### src/rtl/pc_pkg.sv
// Shared state type, default vectors and helpers for the pc_gen program-counter block.
// PC_ALIGN_CHECK_EN (optional) turns misaligned redirects into exceptions.
package pc_pkg;

  localparam int          PC_WIDTH     = 32;
  localparam logic [31:0] PC_RESET_VEC = 32'h0000_3000;
  localparam logic [31:0] PC_EXC_VEC   = 32'h0000_4180;
  localparam int          PC_INC       = 4;

  typedef logic [PC_WIDTH-1:0] pc_t;

  typedef enum logic {
    RUN     = 1'b0,
    HANDLER = 1'b1
  } pc_state_t;

  function automatic logic is_misaligned(input logic [1:0] low_bits);
    return low_bits != 2'b00;
  endfunction

endpackage

### src/rtl/pc_next_sel.sv
// Combinational priority mux choosing the next PC, EPC and state of pc_gen.
// With PC_ALIGN_CHECK_EN a misaligned accepted redirect becomes an exception (RUN) or a double fault (HANDLER).
module pc_next_sel
  import pc_pkg::*;
#(
  parameter int               WIDTH   = PC_WIDTH,
  parameter logic [WIDTH-1:0] EXC_VEC = WIDTH'(PC_EXC_VEC),
  parameter int               INC     = PC_INC
) (
  input  pc_state_t          state,
  input  logic [WIDTH-1:0]   pc,
  input  logic [WIDTH-1:0]   epc,
  input  logic               stall,
  input  logic               redirect_valid,
  input  logic [WIDTH-1:0]   redirect_pc,
  input  logic               exc_req,
  input  logic [WIDTH-1:0]   exc_pc,
  input  logic               exc_bd,
  input  logic               irq_active,
  input  logic               eret,
  output logic [WIDTH-1:0]   next_pc,
  output logic [WIDTH-1:0]   next_epc,
  output pc_state_t          next_state,
  output logic               enter,
  output logic               take_irq,
`ifdef PC_ALIGN_CHECK_EN
  output logic               bad_redirect,
`endif
  output logic               fault
);

  localparam logic [WIDTH-1:0] STEP = WIDTH'(INC);

  logic redirect_bad;

`ifdef PC_ALIGN_CHECK_EN
  assign redirect_bad = redirect_valid && is_misaligned(redirect_pc[1:0]);
`else
  assign redirect_bad = 1'b0;
`endif

  // A faulting request inside the handler only flags the double fault; the PC holds.
  always_comb begin
    next_pc    = pc;
    next_epc   = epc;
    next_state = state;
    enter      = 1'b0;
    take_irq   = 1'b0;
    fault      = 1'b0;
`ifdef PC_ALIGN_CHECK_EN
    bad_redirect = 1'b0;
`endif
    if (state == RUN) begin
      if (exc_req) begin
        next_pc    = EXC_VEC;
        next_epc   = exc_bd ? exc_pc - STEP : exc_pc;
        next_state = HANDLER;
        enter      = 1'b1;
      end else if (irq_active) begin
        next_pc    = EXC_VEC;
        next_epc   = pc;
        next_state = HANDLER;
        enter      = 1'b1;
        take_irq   = 1'b1;
      end else if (stall) begin
        next_pc = pc;
      end else if (redirect_bad) begin
        next_pc    = EXC_VEC;
        next_epc   = redirect_pc;
        next_state = HANDLER;
        enter      = 1'b1;
`ifdef PC_ALIGN_CHECK_EN
        bad_redirect = 1'b1;
`endif
      end else if (redirect_valid) begin
        next_pc = redirect_pc;
      end else begin
        next_pc = pc + STEP;
      end
    end else begin
      if (exc_req) begin
        fault = 1'b1;
      end else if (eret && !stall) begin
        next_pc    = epc;
        next_state = RUN;
      end else if (stall) begin
        next_pc = pc;
      end else if (redirect_bad) begin
        fault = 1'b1;
      end else if (redirect_valid) begin
        next_pc = redirect_pc;
      end else begin
        next_pc = pc + STEP;
      end
    end
  end

endmodule

### src/rtl/pc_gen.sv
// Fetch-stage program-counter generator with exception/interrupt entry, eret and exception counting.
// Define PC_ALIGN_CHECK_EN to add the misaligned-redirect trap and the pc_misaligned output.
module pc_gen
  import pc_pkg::*;
#(
  parameter int               WIDTH     = PC_WIDTH,
  parameter logic [WIDTH-1:0] RESET_VEC = WIDTH'(PC_RESET_VEC),
  parameter logic [WIDTH-1:0] EXC_VEC   = WIDTH'(PC_EXC_VEC),
  parameter int               INC       = PC_INC,
  parameter int               CNT_W     = 8
) (
  input  logic               clk,
  input  logic               reset,
  input  logic               stall,
  input  logic               redirect_valid,
  input  logic [WIDTH-1:0]   redirect_pc,
  input  logic               exc_req,
  input  logic [WIDTH-1:0]   exc_pc,
  input  logic               exc_bd,
  input  logic               irq,
  input  logic               eret,
  output logic [WIDTH-1:0]   pc,
  output logic [WIDTH-1:0]   epc,
  output logic               in_handler,
  output logic               exc_taken,
`ifdef PC_ALIGN_CHECK_EN
  output logic               pc_misaligned,
`endif
  output logic               double_fault,
  output logic [CNT_W-1:0]   exc_count
);

  pc_state_t        state;
  pc_state_t        next_state;
  logic [WIDTH-1:0] next_pc;
  logic [WIDTH-1:0] next_epc;
  logic             irq_pend;
  logic             enter;
  logic             take_irq;
  logic             fault;
`ifdef PC_ALIGN_CHECK_EN
  logic             bad_redirect;
`endif

  pc_next_sel #(
    .WIDTH   (WIDTH),
    .EXC_VEC (EXC_VEC),
    .INC     (INC)
  ) u_next_sel (
    .state          (state),
    .pc             (pc),
    .epc            (epc),
    .stall          (stall),
    .redirect_valid (redirect_valid),
    .redirect_pc    (redirect_pc),
    .exc_req        (exc_req),
    .exc_pc         (exc_pc),
    .exc_bd         (exc_bd),
    .irq_active     (irq | irq_pend),
    .eret           (eret),
    .next_pc        (next_pc),
    .next_epc       (next_epc),
    .next_state     (next_state),
    .enter          (enter),
    .take_irq       (take_irq),
`ifdef PC_ALIGN_CHECK_EN
    .bad_redirect   (bad_redirect),
`endif
    .fault          (fault)
  );

  // An interrupt taken on the same edge it arrives clears the pending latch rather than setting it.
  always_ff @(posedge clk or posedge reset) begin
    if (reset) begin
      pc           <= RESET_VEC;
      epc          <= '0;
      state        <= RUN;
      irq_pend     <= 1'b0;
      exc_taken    <= 1'b0;
      double_fault <= 1'b0;
      exc_count    <= '0;
`ifdef PC_ALIGN_CHECK_EN
      pc_misaligned <= 1'b0;
`endif
    end else begin
      pc        <= next_pc;
      epc       <= next_epc;
      state     <= next_state;
      irq_pend  <= take_irq ? 1'b0 : (irq_pend | irq);
      exc_taken <= enter;
`ifdef PC_ALIGN_CHECK_EN
      pc_misaligned <= bad_redirect;
`endif
      if (fault) begin
        double_fault <= 1'b1;
      end
      if (enter && (exc_count != {CNT_W{1'b1}})) begin
        exc_count <= exc_count + 1'b1;
      end
    end
  end

  assign in_handler = (state == HANDLER);

endmodule

### config.mk
export PLATFORM = sky130hd
export DESIGN_NAME = pc_gen
export DESIGN_NICKNAME = d
export VERILOG_FILES = /design/src/rtl/pc_pkg.sv /design/src/rtl/pc_next_sel.sv /design/src/rtl/pc_gen.sv
export SDC_FILE = /design/constraint.sdc
export NUM_CORES = 1
export LEC_CHECK = 0
export CAP_MARGIN = 20
export CORE_AREA = 3 3 86 170
export CTS_BUF_LIST = sky130_fd_sc_hd__clkbuf_8
export CTS_CLUSTER_SIZE = 16
export DETAILED_ROUTE_END_ITERATION = 6
export DIE_AREA = 0 0 89 173
export HOLD_SLACK_MARGIN = 0.1
export PLACE_DENSITY = 0.73
export RECOVER_POWER = 25
export REMOVE_ABC_BUFFERS = 1
export SYNTH_ARGS = -nofsm -noshare
export SYNTH_HDL_FRONTEND = slang
export SYNTH_HIERARCHICAL = 1
export SYNTH_SLANG_ARGS = --single-unit
### constraint.sdc
create_clock -name clk -period 4.74 [get_ports clk]
set_input_delay 0.948 -clock clk [delete_from_list [all_inputs] [get_ports clk]]
set_output_delay 0.948 -clock clk [all_outputs]
set_load 0.02 [all_outputs]
==> flow_metrics.tcl, run 1 <==
set metrics [dict create \
    fin_area_um2 7132 \
    clock_latency_ns 0.36 \
    finalSetupTns_ns 0 \
    port_buffers 146 \
    fillCellCount 1275 \
    ys_types 73 \
    cts_buffers 9 \
    antennaDiodeCount 0 \
    setup_viol 0 \
    rows 60 \
    r2r_start "in_handler" \
    die_x_um 89 \
    endpoint_kind "flip-flop" \
    grt_pass1_vias 5739 \
    crit_type "primary input to flip-flop" \
    whs_path_depth 1 \
    h-tree-depth 3 \
    nNetsFinal 815 \
    worst_setup_path_start_kind "primary input" \
    postCtsHoldBufs 0 \
    reg2reg_slack_ns 1.78 \
    seq_area_frac_synth 0.3568 \
    critPathTopFamily "simple AND/OR/NAND/NOR gates" \
    routed_wl_um 20380 \
    dp.cells 884 \
    worstHoldPathType "flip-flop to flip-flop" \
    r2r_cells 5 \
    start_util 0.3972 \
    hold_end "double_fault" \
    wl_per_cell_um 22.67 \
    ant_nets 0 \
    post_cts_resized 0 \
    slew_headroom 0.2950 \
    p_total_mw 2.664 \
    syn2layout_area_growth_pct 33.61 \
    multi_input_area_um2 3199 \
    power.leakage_nw 2.617 \
    max_freq_mhz 298.8 \
    clockBufferDepth 2 \
    placed_area_um2 6912 \
    postLayoutCoreUtil 0.5307 \
    min_period_over_period 0.7061 \
    ios 147 \
    cts_root_buf "clkbuf_8" \
    synth-edff-count 0 \
    yosys_most_used_dff "dfrtp_1" \
    die_area_um2 15400 \
    status "complete, but fails checks" \
    grt_pass1_wl_um 31230 \
    coreArea_um2 13440 \
    ir_drop_uv 188.5 \
    register_area_um2 1904 \
    cts_tree "done" \
    grt_usage 0.2626 \
    synthArstFlopShare 1.000 \
    layout_min_cycle_time_ns 3.347 \
    rsz0062_at_grt "no" \
    viasPerCell 6.447 \
    cts_post_setup_buffers_inserted 0 \
    drtIter0Drc 531 \
    cts_sinks 76 \
    slowest_stage "or3_1" \
    gp_congestion 0.9557 \
    crit_chain "clkdlybuf4s50_1 -> or2_2 -> nor2b_1 -> or3_1 -> nor2_1 -> a222oi_1 -> o21ai_1" \
    ys_seq_elements 76 \
    drcViolationCount 1 \
    violations "DRC" \
    tightestPinTransition_ns 1.058 \
    worstReg2RegEnd "epc[29]" \
    synthCells 617 \
    drive_gt1_frac 0.07796 \
    avgSynthCellArea_um2 8.651 \
    grt_max_degree 43 \
    slew_violations 0 \
    finalHoldViolCount 0 \
    power_density_nw_per_um2 373.5 \
    cp_max_fo 30 \
    min_from "double_fault" \
    path_clk_slew_ns 0.08 \
    synth_area_um2 5338 \
    antenna_found_initial 0 \
    dr.pass1.iters 7 \
    vias 5796 \
    finClkSkew_ns 0.009834 \
    ys_warn_count 6 \
    critical_path_buf_inv_count 1 \
    grt_overflow 0 \
    die_y_um 173 \
    arrival_ns 3.62 \
    slowest_delay_ns 0.58 \
    max-cap-violations 0 \
    critPathRequiredTime_ns 5.02 \
    hpwl_um 15520 \
    final_cells 899 \
]
[report_power, final]
group          internal [mW]  switching [mW]  total [mW]
Sequential             0.800           0.287        1.09
Clock                  0.322           0.249       0.570
Combinational          0.497           0.511        1.01
Total                   1.62            1.05        2.66
[final cells by class]
cell class              instances  area share
flip-flops and latches         76      0.2670
clock inverters                 4     0.01018
multi-input cells             477      0.4486
repair buffers                158      0.2163
inverters                      18    0.009474
well taps                     155     0.02719
clock buffers                  11     0.02123
[flip-flops by register name, indices dropped and copies added (netlist names)]
register,count
pc,32
in_handler,1
exc_count,8
irq_pend,1
epc,32
double_fault,1
exc_taken,1
[cells in the mapped netlist, types with 3 or more instances]
library cell	number	area, um^2
o31ai_1	5	37.54
nand2_1	37	138.9
nor3_2	5	50.05
a221oi_1	5	43.79
clkbuf_1	37	138.9
ha_1	3	37.54
a41oi_1	3	26.28
buf_1	7	26.28
o22a_1	12	105.1
o221ai_1	14	122.6
a22oi_1	22	165.2
a22o_1	3	26.28
a222oi_1	9	90.09
nor2b_1	13	81.33
nor2_1	38	142.6
nor4_1	7	43.79
and3_1	8	50.05
o21ai_0	27	135.1
nand4_1	15	93.84
a31oi_1	5	31.28
or3_1	3	18.77
nor3b_1	4	30.03
a21oi_1	52	260.3
and4_1	5	43.79
or2_2	4	25.02
nor4_2	3	37.54
o22ai_1	28	175.2
or4_1	4	30.03
and2_1	4	25.02
xor2_1	7	61.31
o211ai_1	3	22.52
inv_1	17	63.81
mux2i_1	12	120.1
nand3_1	14	70.07
dfrtp_1	74	1852
nor3_1	17	85.08
xnor2_1	29	254.0
o21ai_1	16	80.08
[worst max-delay path by stage]
stage             from  endpoint  slack, ns  cells past startpoint
3_5_place_dp       irq    pc[30]       1.07                      7
6_report           irq    pc[17]       1.39                      7
5_1_grt            irq    pc[17]       1.29                      7
4_1_cts            irq    pc[12]       1.46                      7
3_3_place_gp   exc_req    pc[31]       1.17                      7
2_1_floorplan  exc_req    pc[22]       1.36                      3
[cells by family (layout without fill, tap and decap cells)]
kind of cell,count (synthesis),count (layout),synth area share
AOI/OAI and AO/OA,224,224,0.2811
xor gates and xnor gates,36,36,0.05907
adders and majority gates,3,3,0.007033
buffers and inverters,64,191,0.04665
DFF,76,76,0.3568
muxes,16,16,0.03165
and+or+nand+nor,198,198,0.2178
[per-stage QoR]
step,hold WS [ns],worst slack (ns)
after CTS,0.4988,1.458
after global placement,0.4731,1.172
final,0.4938,1.393
after detailed placement,0.4772,1.066
after floorplan,0.5953,1.359
after global routing,0.5220,1.293
[cells in the final DEF, fill, tap and decap left out, types with 4 or more instances in the layout]
| cell type | n |
|---|---|
| a21oi_1 | 52 |
| a221oi_1 | 5 |
| a222oi_1 | 9 |
| a22oi_1 | 22 |
| a31oi_1 | 5 |
| and2_1 | 4 |
| and3_1 | 8 |
| and4_1 | 5 |
| buf_4 | 11 |
| clkbuf_8 | 11 |
| clkdlybuf4s50_1 | 144 |
| dfrtp_1 | 74 |
| inv_1 | 17 |
| mux2i_1 | 12 |
| nand2_1 | 37 |
| nand3_1 | 14 |
| nand4_1 | 15 |
| nor2_1 | 38 |
| nor2b_1 | 13 |
| nor3_1 | 17 |
| nor3_2 | 5 |
| nor3b_1 | 4 |
| nor4_1 | 7 |
| o21ai_0 | 27 |
| o21ai_1 | 16 |
| o221ai_1 | 14 |
| o22a_1 | 12 |
| o22ai_1 | 28 |
| o31ai_1 | 5 |
| or2_2 | 4 |
| or4_1 | 4 |
| xnor2_1 | 29 |
| xor2_1 | 7 |
[metal layers]
| metal | GRT usage | routed length (um) |
|---|---|---|
| met2 | 0.4609 | 10920 |
| met4 | 0.1248 | 761 |
| met1 | 0.3017 | 7463 |
| met5 | 0 | 0 |
| met3 | 0.03720 | 1239 |
Note: power is estimated with default switching activity, not from simulation.
==> run 2: changes to the inputs <==
--- a/config.mk
+++ b/config.mk
@@ -12,7 +12,7 @@
 export DETAILED_ROUTE_END_ITERATION = 6
 export DIE_AREA = 0 0 89 173
 export HOLD_SLACK_MARGIN = 0.1
-export PLACE_DENSITY = 0.73
+export PLACE_DENSITY = 0.76
 export RECOVER_POWER = 25
 export REMOVE_ABC_BUFFERS = 1
 export SYNTH_ARGS = -nofsm -noshare
==> constraint.sdc (replaced) <==
create_clock -name clk -period 2.82 [get_ports clk]
set_input_delay 0.564 -clock clk [delete_from_list [all_inputs] [get_ports clk]]
set_output_delay 0.564 -clock clk [all_outputs]
set_load 0.02 [all_outputs]
==> flow_metrics.tcl, run 2 (same netlist as run 1, synthesis figures left out) <==
set metrics [dict create \
    nNetsFinal 862 \
    grt_overflow 0 \
    syn2layout_area_growth_pct 40.76 \
    cts_buffers 9 \
    final_cells 947 \
    viasPerCell 6.364 \
    h-tree-depth 3 \
    slew_headroom -0.1805 \
    finalHoldViolCount 0 \
    holdWs_ns 0.4986 \
    critPathRequiredTime_ns 3.11 \
    layout_min_cycle_time_ns 2.558 \
    cts_post_setup_buffers_inserted 0 \
    post_cts_resized 0 \
    postCtsHoldBufs 0 \
    status "complete, but fails checks" \
    wl_met2_um 11090 \
    slew_violations 77 \
    arrival_ns 2.85 \
    hpwl_um 16270 \
    gp_congestion 0.9514 \
    die_y_um 173 \
    crit_type "primary input to flip-flop" \
    cts_root_buf "clkbuf_8" \
    ir_drop_uv 395.1 \
    r2r_start "pc[2]" \
    slowest_stage "a2111oi_0" \
    max_freq_mhz 390.9 \
    drcViolationCount 0 \
    final_common_cell "clkdlybuf4s50_1" \
    rows 60 \
    antennaDiodeCount 0 \
    finalSetupTns_ns 0 \
    crit_start "irq" \
    grt_pass1_vias 6127 \
    met1_length_um 7290 \
    cts_tree "done" \
    min_from "double_fault" \
    die_area_um2 15400 \
    cts_sinks 76 \
    setup_viol 0 \
    power.leakage_nw 2.850 \
    pre_cts_ws_ns -0.1043 \
    clock_latency_ns 0.37 \
    path_clk_slew_ns 0.09 \
    dr.pass1.iters 7 \
    p_total_mw 4.493 \
    grt_pass1_wl_um 32980 \
    reg_top3 "epc (32), pc (32), exc_count (8)" \
    antenna_found_initial 0 \
    tightestPinTransition_ns 1.771 \
    grt_usage 0.2758 \
    start_util 0.3972 \
    rsz0062_at_grt "no" \
    power_density_nw_per_um2 598.0 \
    vias 6027 \
    finClkSkew_ns 0.009619 \
    most-common-layout-cells "clkdlybuf4s50_1, dfrtp_1, buf_4, a21oi_1, nor2_1" \
    min_period_over_period 0.9070 \
    dp.cells 931 \
    port_buffers 146 \
    critical_path_buf_inv_count 1 \
    drive_gt1_frac 0.1338 \
    ios 147 \
    worst_setup_path_start_kind "primary input" \
    drtIter0Drc 598 \
    wl_met3_um 1344 \
    ant_nets 0 \
    worstHoldPathType "flip-flop to flip-flop" \
    slowest_delay_ns 0.56 \
    wl_per_cell_um 22.20 \
    fillCellCount 1211 \
    grt_max_degree 77 \
    routed_wl_um 21030 \
    coreArea_um2 13440 \
    critPathTopFamily "simple AND/OR/NAND/NOR gates" \
    top_layer_used "met4" \
    clockBufferDepth 2 \
    violations "capacitance limit, slew limit" \
    layout_setup_ws_ns 0.2621 \
    crit_chain "clkdlybuf4s50_1 -> or2_2 -> nor2b_1 -> a2111oi_0 -> o31ai_1 -> or3_1 -> o211ai_1" \
    endpoint_kind "flip-flop" \
    max-cap-violations 1 \
    die_x_um 89 \
    cp_max_fo 6 \
]
run 2: path summary, 6_finish.rpt:
kind | end | slack, ns | cells past startpoint
min reg2reg | double_fault | 0.50 | 1
max in group asynchronous | pc[11] | 0.49 | 3
min in group asynchronous | double_fault | 1.23 | 3
min | double_fault | 0.50 | 1
max reg2reg | pc[20] | 0.55 | 6
max | pc[9] | 0.26 | 7
run 2: final cells by class:
type / instances / area (um^2) / share of cell area
clock buffer: 13 / 178.9 / 0.02381
clock inverter: 3 / 42.54 / 0.005662
inverter: 18 / 67.56 / 0.008993
multi-input combinational: 477 / 3199 / 0.4258
sequential: 76 / 1904 / 0.2535
tap: 155 / 193.9 / 0.02581
timing repair buffer: 205 / 1927 / 0.2565
run 2: where the power goes:
| group | leakage [nW] | internal [mW] | total [mW] | switching (mW) |
|---|---|---|---|---|
| Sequential | 0.932 | 1.34 | 1.82 | 0.471 |
| Combinational | 1.81 | 0.875 | 1.75 | 0.871 |
| Clock | 0.112 | 0.504 | 0.932 | 0.427 |
| Total | 2.85 | 2.72 | 4.49 | 1.77 |
run 2: per-layer routing:
layer / vias to the layer above / global-route usage
li1: 2712 / -
met2: 345 / 0.4693
met1: 2868 / 0.3139
met3: 102 / 0.04626
met4: 0 / 0.1578
met5: - / 0
run 2: per-stage QoR:
| step | utilization | cell area [um^2] |
|---|---|---|
| after global routing | 0.5591 | 7513 |
| after CTS | 0.5602 | 7528 |
| final | 0.5591 | 7513 |
| after floorplan | - | 5156 |
| after global placement | 0.5438 | 7307 |
| after detailed placement | 0.5438 | 7307 |
